<file path="src/rtl/rf_wb_arbiter.sv">
// ---------------------------------------------------------------------------
// rf_wb_arbiter
// Round-robin arbiter that merges NREQ writeback requesters onto a single
// registered regfile write port.
//   * req_ready is combinational and one-hot (or zero).
//   * The winning request is captured into a one-deep output stage and
//     presented on rf_we/rf_waddr/rf_wdata/grant_id the following cycle.
//   * Writes to address 0 (hard-wired zero register) are accepted but never
//     raise rf_we.
//   * flush kills this cycle's grant and empties the output stage.
// Optional feature (compile-time macro RF_WB_CONFLICT_EN):
//   adds a registered 'conflict' output that pulses when two or more valid
//   requesters target the same nonzero address in the same cycle.
// ---------------------------------------------------------------------------
module rf_wb_arbiter #(
    parameter  int WIDTH = 32,
    parameter  int DEPTH = 32,
    parameter  int NREQ  = 3,
    localparam int AW    = $clog2(DEPTH),
    localparam int IW    = $clog2(NREQ)
) (
    input  logic                  clk,
    input  logic                  rst_n,
    input  logic                  flush,
    input  logic [NREQ-1:0]       req_valid,
    output logic [NREQ-1:0]       req_ready,
    input  logic [NREQ*AW-1:0]    req_addr,
    input  logic [NREQ*WIDTH-1:0] req_data,
    output logic                  rf_we,
    output logic [AW-1:0]         rf_waddr,
    output logic [WIDTH-1:0]      rf_wdata,
    output logic [IW-1:0]         grant_id,
    output logic [IW-1:0]         rr_ptr
`ifdef RF_WB_CONFLICT_EN
    ,
    output logic                  conflict
`endif
);

    // Wrap (base + offset) into the range 0..NREQ-1. offset is always
    // below NREQ, so one conditional subtraction is enough.
    function automatic logic [IW-1:0] rr_index(input logic [IW-1:0] base,
                                               input int unsigned   offset);
        int unsigned sum;
        sum = {{(32-IW){1'b0}}, base} + offset;
        if (sum >= int'(NREQ)) begin
            sum = sum - int'(NREQ);
        end else begin
            sum = sum;
        end
        return sum[IW-1:0];
    endfunction

    // Arbitration results (combinational)
    logic [NREQ-1:0]  ready_s;
    logic             xfer_s;
    logic [IW-1:0]    grant_idx_s;
    logic [IW-1:0]    cand_idx_s;
    logic [AW-1:0]    sel_addr_s;
    logic [WIDTH-1:0] sel_data_s;
    logic             addr_nz_s;

    // Output stage and pointer state
    logic             rf_we_r;
    logic [AW-1:0]    rf_waddr_r;
    logic [WIDTH-1:0] rf_wdata_r;
    logic [IW-1:0]    grant_id_r;
    logic [IW-1:0]    rr_ptr_r;

    // Round-robin search from rr_ptr; reset and flush suppress any grant.
    always_comb begin
        ready_s     = '0;
        xfer_s      = 1'b0;
        grant_idx_s = '0;
        cand_idx_s  = '0;
        if (!rst_n || flush) begin
            xfer_s      = 1'b0;
            grant_idx_s = '0;
        end else begin
            for (int k = 0; k < NREQ; k++) begin
                cand_idx_s = rr_index(rr_ptr_r, k);
                if (!xfer_s && req_valid[cand_idx_s]) begin
                    xfer_s      = 1'b1;
                    grant_idx_s = cand_idx_s;
                end else begin
                    xfer_s      = xfer_s;
                    grant_idx_s = grant_idx_s;
                end
            end
        end
        if (xfer_s) begin
            ready_s = {{(NREQ-1){1'b0}}, 1'b1} << grant_idx_s;
        end else begin
            ready_s = '0;
        end
    end

    // Pick the granted requester's address and data from the flat buses.
    always_comb begin
        sel_addr_s = req_addr[grant_idx_s*AW +: AW];
        sel_data_s = req_data[grant_idx_s*WIDTH +: WIDTH];
        addr_nz_s  = |sel_addr_s;
    end

    // Output stage: load on transfer (x0 writes load but stay disabled),
    // otherwise drop the enable and hold the payload.
    always_ff @(posedge clk or negedge rst_n) begin
        if (!rst_n) begin
            rf_we_r    <= 1'b0;
            rf_waddr_r <= '0;
            rf_wdata_r <= '0;
            grant_id_r <= '0;
            rr_ptr_r   <= '0;
        end else if (xfer_s) begin
            rf_we_r    <= addr_nz_s;
            rf_waddr_r <= sel_addr_s;
            rf_wdata_r <= sel_data_s;
            grant_id_r <= grant_idx_s;
            rr_ptr_r   <= rr_index(grant_idx_s, 1);
        end else begin
            rf_we_r    <= 1'b0;
            rf_waddr_r <= rf_waddr_r;
            rf_wdata_r <= rf_wdata_r;
            grant_id_r <= grant_id_r;
            rr_ptr_r   <= rr_ptr_r;
        end
    end

    assign req_ready = ready_s;
    assign rf_we     = rf_we_r;
    assign rf_waddr  = rf_waddr_r;
    assign rf_wdata  = rf_wdata_r;
    assign grant_id  = grant_id_r;
    assign rr_ptr    = rr_ptr_r;

`ifdef RF_WB_CONFLICT_EN
    logic conflict_s;
    logic conflict_r;

    // Detect any pair of valid requesters aiming at the same nonzero address;
    // purely observational, it never feeds the arbitration.
    always_comb begin
        conflict_s = 1'b0;
        for (int i = 0; i < NREQ; i++) begin
            for (int j = i + 1; j < NREQ; j++) begin
                if (req_valid[i] && req_valid[j] &&
                    (req_addr[i*AW +: AW] == req_addr[j*AW +: AW]) &&
                    (|req_addr[i*AW +: AW])) begin
                    conflict_s = 1'b1;
                end else begin
                    conflict_s = conflict_s;
                end
            end
        end
    end

    // Register the conflict flag as a one-cycle pulse.
    always_ff @(posedge clk or negedge rst_n) begin
        if (!rst_n) begin
            conflict_r <= 1'b0;
        end else begin
            conflict_r <= conflict_s;
        end
    end

    assign conflict = conflict_r;
`endif

endmodule
</file>
<file path="config.mk">
export PLATFORM = sky130hd
export DESIGN_NAME = rf_wb_arbiter
export DESIGN_NICKNAME = d
export VERILOG_FILES = /design/src/rtl/rf_wb_arbiter.sv
export SDC_FILE = /design/constraint.sdc
export NUM_CORES = 1
export LEC_CHECK = 0
export CAP_MARGIN = 20
export CORE_MARGIN = 2
export CORE_UTILIZATION = 43
export DETAILED_ROUTE_END_ITERATION = 16
export GPL_TIMING_DRIVEN = 0
export PLACE_DENSITY = 0.93
export REMOVE_ABC_BUFFERS = 1
export SKIP_LAST_GASP = 1
export SYNTH_ARGS = -nofsm -noshare
export SYNTH_HDL_FRONTEND = slang
export SYNTH_SLANG_ARGS = --single-unit
</file>
<file path="constraint.sdc">
create_clock -name clk -period 4.59 [get_ports clk]
set_input_delay 0.918 -clock clk [delete_from_list [all_inputs] [get_ports clk]]
set_output_delay 0.918 -clock clk [all_outputs]
set_load 0.02 [all_outputs]
</file>
==> summary.md, run 1 <==
| Metric | Value |
|---|---|
| Status | completed |
| Nets | ~580 |
| Avg Inst Size Synth | between 9 and 10 um^2 |
| Initial Utilization | ~44% |
| Largest net degree at the start of global routing | 33 |
| Most frequent cells in the layout | 160 x clkdlybuf4s50_1, 42 x dfrtp_1, 29 x o21ai_0 |
| Gpl congestion | 0.8338 |
| Final Hold Vio Count | 0 |
| Max-slew violation count | 0 |
| DRC violations left | 0 |
| Crit-path max FO | 14 |
| Die width | just under 90 um |
| Detailed placement HPWL | approximately 7300 um |
| Max Freq | approximately 220 MHz |
| Worst-margin pin slew | about 0.7 ns |
| Cell family with most CP delay | buffers and inverters |
| N_diodes | 0 |
| Synth Cell Area | 3004 um^2 |
| GR Util All Layers | a little over a quarter |
| Levels on crit path | 9 |
| Clk sink count | 42 |
| Crit start category | input pin |
| Fin cells | between 500 and 600 |
| Port buffer count | 161 |
| Final-report setup violation count | 0 |
| Minimum clock period | roughly 4.5 ns |
| Worst min-delay path class | register to register |
| Worst Reg-to-Reg Cells | 10 |
| Reg2Reg Setup Slack | between 1.5 and 2 ns |
| Most common cell after layout, fill and taps aside | clkdlybuf4s50_1 |
| Post-layout util | between 70% and 80% |
| First-pass GRT wire length | 16410 um |
| Total number of vias | around 3300 |
| Crit share post-route | just under 100% |
| RR Endpoint | rf_we |
| Area Growth Syn to Fin | 62.35% |
| I/O pin total | approximately 160 |
| Relative slew slack | 52.09% |
| Wire per inst | just under 20 um |
| Fillcell total | 510 |
| Fin Hold WS | ~0.48 ns |
| Critical R2R Launch | rr_ptr[0] |
| Max Clock Skew | 0.006586 ns |
| Distinct cells, synth | 55 |
| DR pass1 iterations | 5 |
| Worst path cell trace | clkdlybuf4s50_1 > nor2b_2 > o22a_4 > o21a_4 > nand2_2 > inv_4 > ha_1 > and2_1 > clkdlybuf4s50_1 |
| RSZ-0062 raised after global routing | yes |
| Vias in the first global route | 3251 |
| Die Area | about 7700 um^2 |
| CTS tree | built |
| End of the critical path | req_ready[1] |
| Setup crit start | req_valid[0] |
| Worst IR Drop VDD | between 300 and 400 uV |
| DR iter-0 viols | 210 |
| Clock Latency Late Sink | a little under 0.3 ns |
| FP Rows | 30 |
| H-tree depth | 2 |
| Worst path bufs/invs | 3 |
| Num CTS Buffers | 5 |
| Max_cap viols | 0 |
| Detail Route Antenna Nets | 0 |
| Max clock buf depth | 2 |
| Root buf cell | clkbuf_8 |
| Post-synth ARST share | between 90% and 100% |
| Layout cell share with drive strength beyond 1 | between 10% and 20% |
| Register area share after synthesis | a little over a third |
| CP most frequent cell | clkdlybuf4s50_1 |
| Grt total ovfl | 0 |
| Mapped Cells | just over 300 |
| Placeable Area | between 6000 and 7000 um^2 |
| DRT Wirelength | 10890 um |
| Number of synthesized register bits | 42 |
| Number of synthesized flops with an enable pin | 0 |
| Crit path kind | input pin to output port |
| Required time of the critical path | 3.67 ns |
| Initial antenna violation count | 0 |
| Main synth FF type | dfrtp_1 |
| Placed cells | around 540 |
| WP data arrival | approximately 3.6 ns |
| CP Capture Type | output port |
| Via/cell ratio | slightly below 6 |
| CP max stage delay | around 0.67 ns |
| CTS clk-pin slew, worst paths | around 0.080 ns |
| P_leak | between 1.5 and 2 nW |
| Synth warn | 0 |
| Worst-path cell with the longest stage delay | clkdlybuf4s50_1 |
| PwrDens | approximately 530 nW/um^2 |
| Vert. Die Dim | 87.59 um |
[synth_stat cells (12+ instances only)]
library cell / instances / area share (%)
dfrtp_1: 42 / 35
o21ai_0: 29 / 4.8
a211oi_1: 25 / 6.2
nand3_1: 25 / 4.2
a21o_1: 22 / 5.5
a311oi_2: 17 / 8.5
nand2_1: 15 / 1.9
o21ai_1: 14 / 2.3
buf_2: 13 / 2.2
a22oi_1: 12 / 3.0
mux2i_1: 12 / 4.0
[registers in the layout (all words and copies together), names as in the netlist]
register,flops
rf_wdata,32
rr_ptr,2
rf_waddr,5
rf_we,1
grant_id,2
[worst min path at each step]
stage	startpoint	to	slack (ns)	cells past startpoint
after global placement	rf_wdata[21]	rf_wdata[21]	0.46	1
final	rf_wdata[17]	rf_wdata[17]	0.48	1
after floorplan	grant_id[0]	grant_id[0]	0.59	2
after CTS	rf_wdata[17]	rf_wdata[17]	0.48	1
after global routing	rf_wdata[18]	rf_wdata[18]	0.49	1
after detailed placement	rf_wdata[17]	rf_wdata[17]	0.46	1
[cell families (layout without fill, tap and decap cells)]
family          count (synthesis)  in the layout  synth area share (%)
compound gates                146            149                 40.15
fa+ha+maj                       7              7                 2.832
buf+inv                        36            186                 7.538
flops                          42             42                 34.99
mux                            12             12                 3.998
simple gates                   61             61                 10.50
[layout make-up]
cell class | count | area (um^2) | area share, %
inverter | 6 | 30.03 | 0.6157
sequential | 42 | 1051 | 21.55
tap | 96 | 120.1 | 2.463
timing repair buffer | 172 | 1759 | 36.07
clock buffer | 5 | 68.82 | 1.411
multi-input combinational | 229 | 1808 | 37.07
clock inverter | 3 | 40.04 | 0.8209
[what timing repair did]
action | CTS | global route
hold buffers | 0 | 0
gates cloned | 2 | 1
endpoints found under the setup margin | 3 | 2
pin swaps | 2 | 2
setup buffers | 4 | 2
gates resized for setup | 7 | 1
[report_power, final]
part           switching (mW)  leakage [nW]  internal (mW)
clock                   0.131        0.0579          0.160
sequential             0.0992         0.521          0.543
combinational           0.919          1.31          0.724
total                    1.15          1.88           1.43
[metal layers]
metal | global-route usage [%] | vias up | wire (um)
met5 | 0 | - | 0
met4 | 7.972 | 0 | 240
met3 | 5.467 | 25 | 748
met2 | 47.04 | 170 | 5548
met1 | 34.49 | 1605 | 4356
li1 | - | 1487 | -
[through the flow]
step	setup WS, ns	setup TNS (ns)	power, mW	cell area [um^2]
2_1_floorplan	0.05950	0	1.492	2805
3_3_place_gp	-2.774	-111.17	2.123	4537
3_5_place_dp	-1.009	-2.417	2.191	4654
4_1_cts	-0.03466	-0.03466	2.552	4846
5_1_grt	-0.03260	-0.03260	2.706	4877
6_report	0.07949	0	2.576	4877
No activity file was read; power rests on OpenSTA's default activity.
==> inputs of run 2 (changes only) <==
- CORE_MARGIN: 2 -> 8
- SLEW_MARGIN: unset -> 20
==> summary.md, run 2 (synthesis results as in run 1) <==
| Metric | Value |
|---|---|
| Status | completed (unchanged) |
| Fillcell total | 536 (was 510) |
| DR iter-0 viols | 163 (was 210) |
| Worst min-delay path class | register to register (unchanged) |
| Gpl congestion | 0.7935 (was 0.8338) |
| Required time of the critical path | 3.67 ns (about the same) |
| N_diodes | 0 (unchanged) |
| Root buf cell | clkbuf_8 (unchanged) |
| P_leak | 1.880 nW (was 1.885 nW) |
| Placed cell areas | 4658 um^2 (was 4654 um^2) |
| Initial antenna violation count | 0 (unchanged) |
| Detail Route Antenna Nets | 0 (unchanged) |
| DRT Wirelength | 12260 um (was 10890 um) |
| Clk sink count | 42 (unchanged) |
| Finished layout cell area | 4863 um^2 (was 4877 um^2) |
| Die width | 99.59 um (was 87.59 um) |
| Fin cells | 554 (was 553) |
| Relative slew slack | 44.53% (was 52.09%) |
| Worst IR Drop VDD | 260.9 uV (was 324.7 uV) |
| Critical R2R Launch | rr_ptr[0] (unchanged) |
| Fin Hold WS | 0.4803 ns (was 0.4794 ns) |
| Initial Utilization | 44.22% (unchanged) |
| Reg2Reg Setup Slack | 1.67 ns (was 1.63 ns) |
| Worst Reg-to-Reg Cells | 8 (was 10) |
| H-tree depth | 2 (unchanged) |
| Power Internal | 1.389 mW (was 1.427 mW) |
| Max clock buf depth | 2 (unchanged) |
| Sw frac | 45.91% (was 44.60%) |
| Most common cell after layout, fill and taps aside | clkdlybuf4s50_1 (unchanged) |
| Crit-path max FO | 14 (unchanged) |
| Worst Hold Depth | 2 (was 1) |
| Wire per inst | 22.13 um (was 19.70 um) |
| Share of power burned in registers | 24.8% (was 24.9%) |
| FF+latch area | 1051 um^2 (unchanged) |
| Most frequent cells in the layout | 159 x clkdlybuf4s50_1, 42 x dfrtp_1, 29 x o21ai_0 (was 160 x clkdlybuf4s50_1, 42 x dfrtp_1, 29 x o21ai_0) |
| Crit start category | input pin (unchanged) |
| Max FFs per register | 32 (unchanged) |
| Area Growth Syn to Fin | 61.89% (was 62.35%) |
| Max Clock Skew | 0.007461 ns (was 0.006586 ns) |
| FP Rows | 30 (unchanged) |
| I/O pin total | 162 (unchanged) |
| Layout cell share with drive strength beyond 1 | 13.54% (was 13.57%) |
| Final WS setup | 0.1047 ns (was 0.07949 ns) |
| Endpoint, Worst Hold | grant_id[0] (was rf_wdata[17]) |
| DR pass1 iterations | 5 (unchanged) |
| CP max stage delay | 0.56 ns (was 0.67 ns) |
| Worst path bufs/invs | 3 (unchanged) |
| Vias in the first global route | 3528 (was 3251) |
| First-pass GRT wire length | 18900 um (was 16410 um) |
| Max_cap viols | 0 (unchanged) |
| Largest net degree at the start of global routing | 31 (was 33) |
| Clock share of power | 9.8% (was 11.3%) |
| Final-report setup violation count | 0 (unchanged) |
| Num CTS Buffers | 5 (unchanged) |
| DRC violations left | 0 (unchanged) |
| Crit share post-route | 97.72% (was 98.27%) |
| Setup TNS | 0 ns (unchanged) |
| Max Freq | 222.9 MHz (was 221.7 MHz) |
| GR Util All Layers | 23.79% (was 27.24%) |
| CTS tree | built (unchanged) |
| Detailed placement HPWL | 8277 um (was 7294 um) |
| Nets | 580 (was 579) |
| Via/cell ratio | 6.051 (was 5.944) |
| Grt total ovfl | 0 (unchanged) |
| Worst-margin pin slew | 0.8319 ns (was 0.7166 ns) |
| WP data arrival | 3.57 ns (was 3.59 ns) |
| Final Hold Vio Count | 0 (unchanged) |
| CP Capture Type | output port (unchanged) |
| Port buffer count | 161 (unchanged) |
| Vert. Die Dim | 99.59 um (was 87.59 um) |
| Worst path cell trace | clkdlybuf4s50_1 > or2_4 > o22a_4 > o21a_4 > nand2_2 > inv_6 > ha_1 > and2_1 > clkdlybuf4s50_1 (was clkdlybuf4s50_1 > nor2b_2 > o22a_4 > o21a_4 > nand2_2 > inv_4 > ha_1 > and2_1 > clkdlybuf4s50_1) |
| PwrDens | 528.0 nW/um^2 (was 528.2 nW/um^2) |
| Hold path startpoint | grant_id[0] (was rf_wdata[17]) |
| Cell family with most CP delay | buffers and inverters (unchanged) |
| RR Endpoint | rf_we (unchanged) |
| Minimum clock period | 4.485 ns (was 4.511 ns) |
| Psw | 1.179 mW (was 1.149 mW) |
| Worst-path cell with the longest stage delay | clkdlybuf4s50_1 (unchanged) |
| Placed cells | 535 (was 536) |
| Pre-CTS WS | -0.7847 ns (was -1.009 ns) |
| Comb power frac | 65.4% (was 63.8%) |
| Placeable Area | 6794 um^2 (unchanged) |
| CP most frequent cell | clkdlybuf4s50_1 (unchanged) |
| Area occupied by multi-input gates | 1817 um^2 (was 1808 um^2) |
| CTS clk-pin slew, worst paths | 0.09 ns (was 0.08 ns) |
| Clock Latency Late Sink | 0.29 ns (about the same) |
| Crit path kind | input pin to output port (unchanged) |
| CTS Hold Bufs | 0 (unchanged) |
| Die Area | 9917 um^2 (was 7671 um^2) |
| Max-slew violation count | 0 (unchanged) |
| Total number of vias | 3352 (was 3287) |
run 2: cell types whose count changed in the layout (fill, tap and decap cells not counted), sizes merged:
| cell | previous run | this run |
|---|---|---|
| clkbuf | 5 | 7 |
| clkdlybuf4s50 | 160 | 159 |
| dlymetal6s2s | 0 | 1 |
| o21ai | 47 | 48 |
| clkinv | 2 | 1 |
| bufinv | 1 | 0 |
run 2: metrics by stage:
stage / power [mW] / util [%]
final: 2.568 / 71.58
after global routing: 2.710 / 71.58
after CTS: 2.552 / 71.09
after detailed placement: 2.223 / 68.56
after global placement: 2.141 / 66.78
after floorplan: 1.492 / -
run 2: worst max-delay path by stage:
stage          slack [ns]           end         start  depth (start not counted)
2_1_floorplan        0.06   rf_waddr[0]     rr_ptr[0]                          6
3_3_place_gp        -2.80  rf_wdata[31]         rst_n                          5
3_5_place_dp        -0.78  req_ready[1]         rst_n                          8
4_1_cts             -0.05  req_ready[1]  req_valid[0]                          9
5_1_grt            -0.003  req_ready[1]  req_valid[2]                          9
6_report             0.10  req_ready[1]  req_valid[2]                          9
run 2: repair_timing:
action | 4_1_cts | 5_1_grt
buffers inserted | 5 | 2
pin swaps | 4 | 2
cloned | 3 | 1
endpoints found under the setup margin | 3 | 2
resized for setup | 4 | 3
run 2: per-layer routing:
metal  GRT usage, %  up-vias  routed length (um)
met4          10.48        0                 370
met1          27.72     1644                4778
met5              0        -                   0
met2          41.48      175                6342
met3          4.330       33                 766
li1               -     1500                   -
run 2: area by class of cell:
| class | count | area share, % |
|---|---|---|
| tap | 96 | 2.470 |
| inverter | 6 | 0.6689 |
| clock inverter | 1 | 0.1029 |
| sequential | 42 | 21.61 |
| multi-input combinational | 230 | 37.36 |
| timing repair buffer | 172 | 36.02 |
| clock buffer | 7 | 1.775 |
run 2: worst min-delay path, delay by kind of cell (launching register included):
| family | cells | cell delay (ns) |
|---|---|---|
| DFF | 1 | 0.35 |
| and+or+nand+nor | 2 | 0.10 |
run 2: power groups by stage:
stage | sequential, mW | clock, mW | combinational [mW]
2_1_floorplan | 0.853 | 0 | 0.639
3_3_place_gp | 0.635 | 0 | 1.51
3_5_place_dp | 0.643 | 0 | 1.58
4_1_cts | 0.638 | 0.258 | 1.66
5_1_grt | 0.658 | 0.270 | 1.78
6_report | 0.637 | 0.252 | 1.68
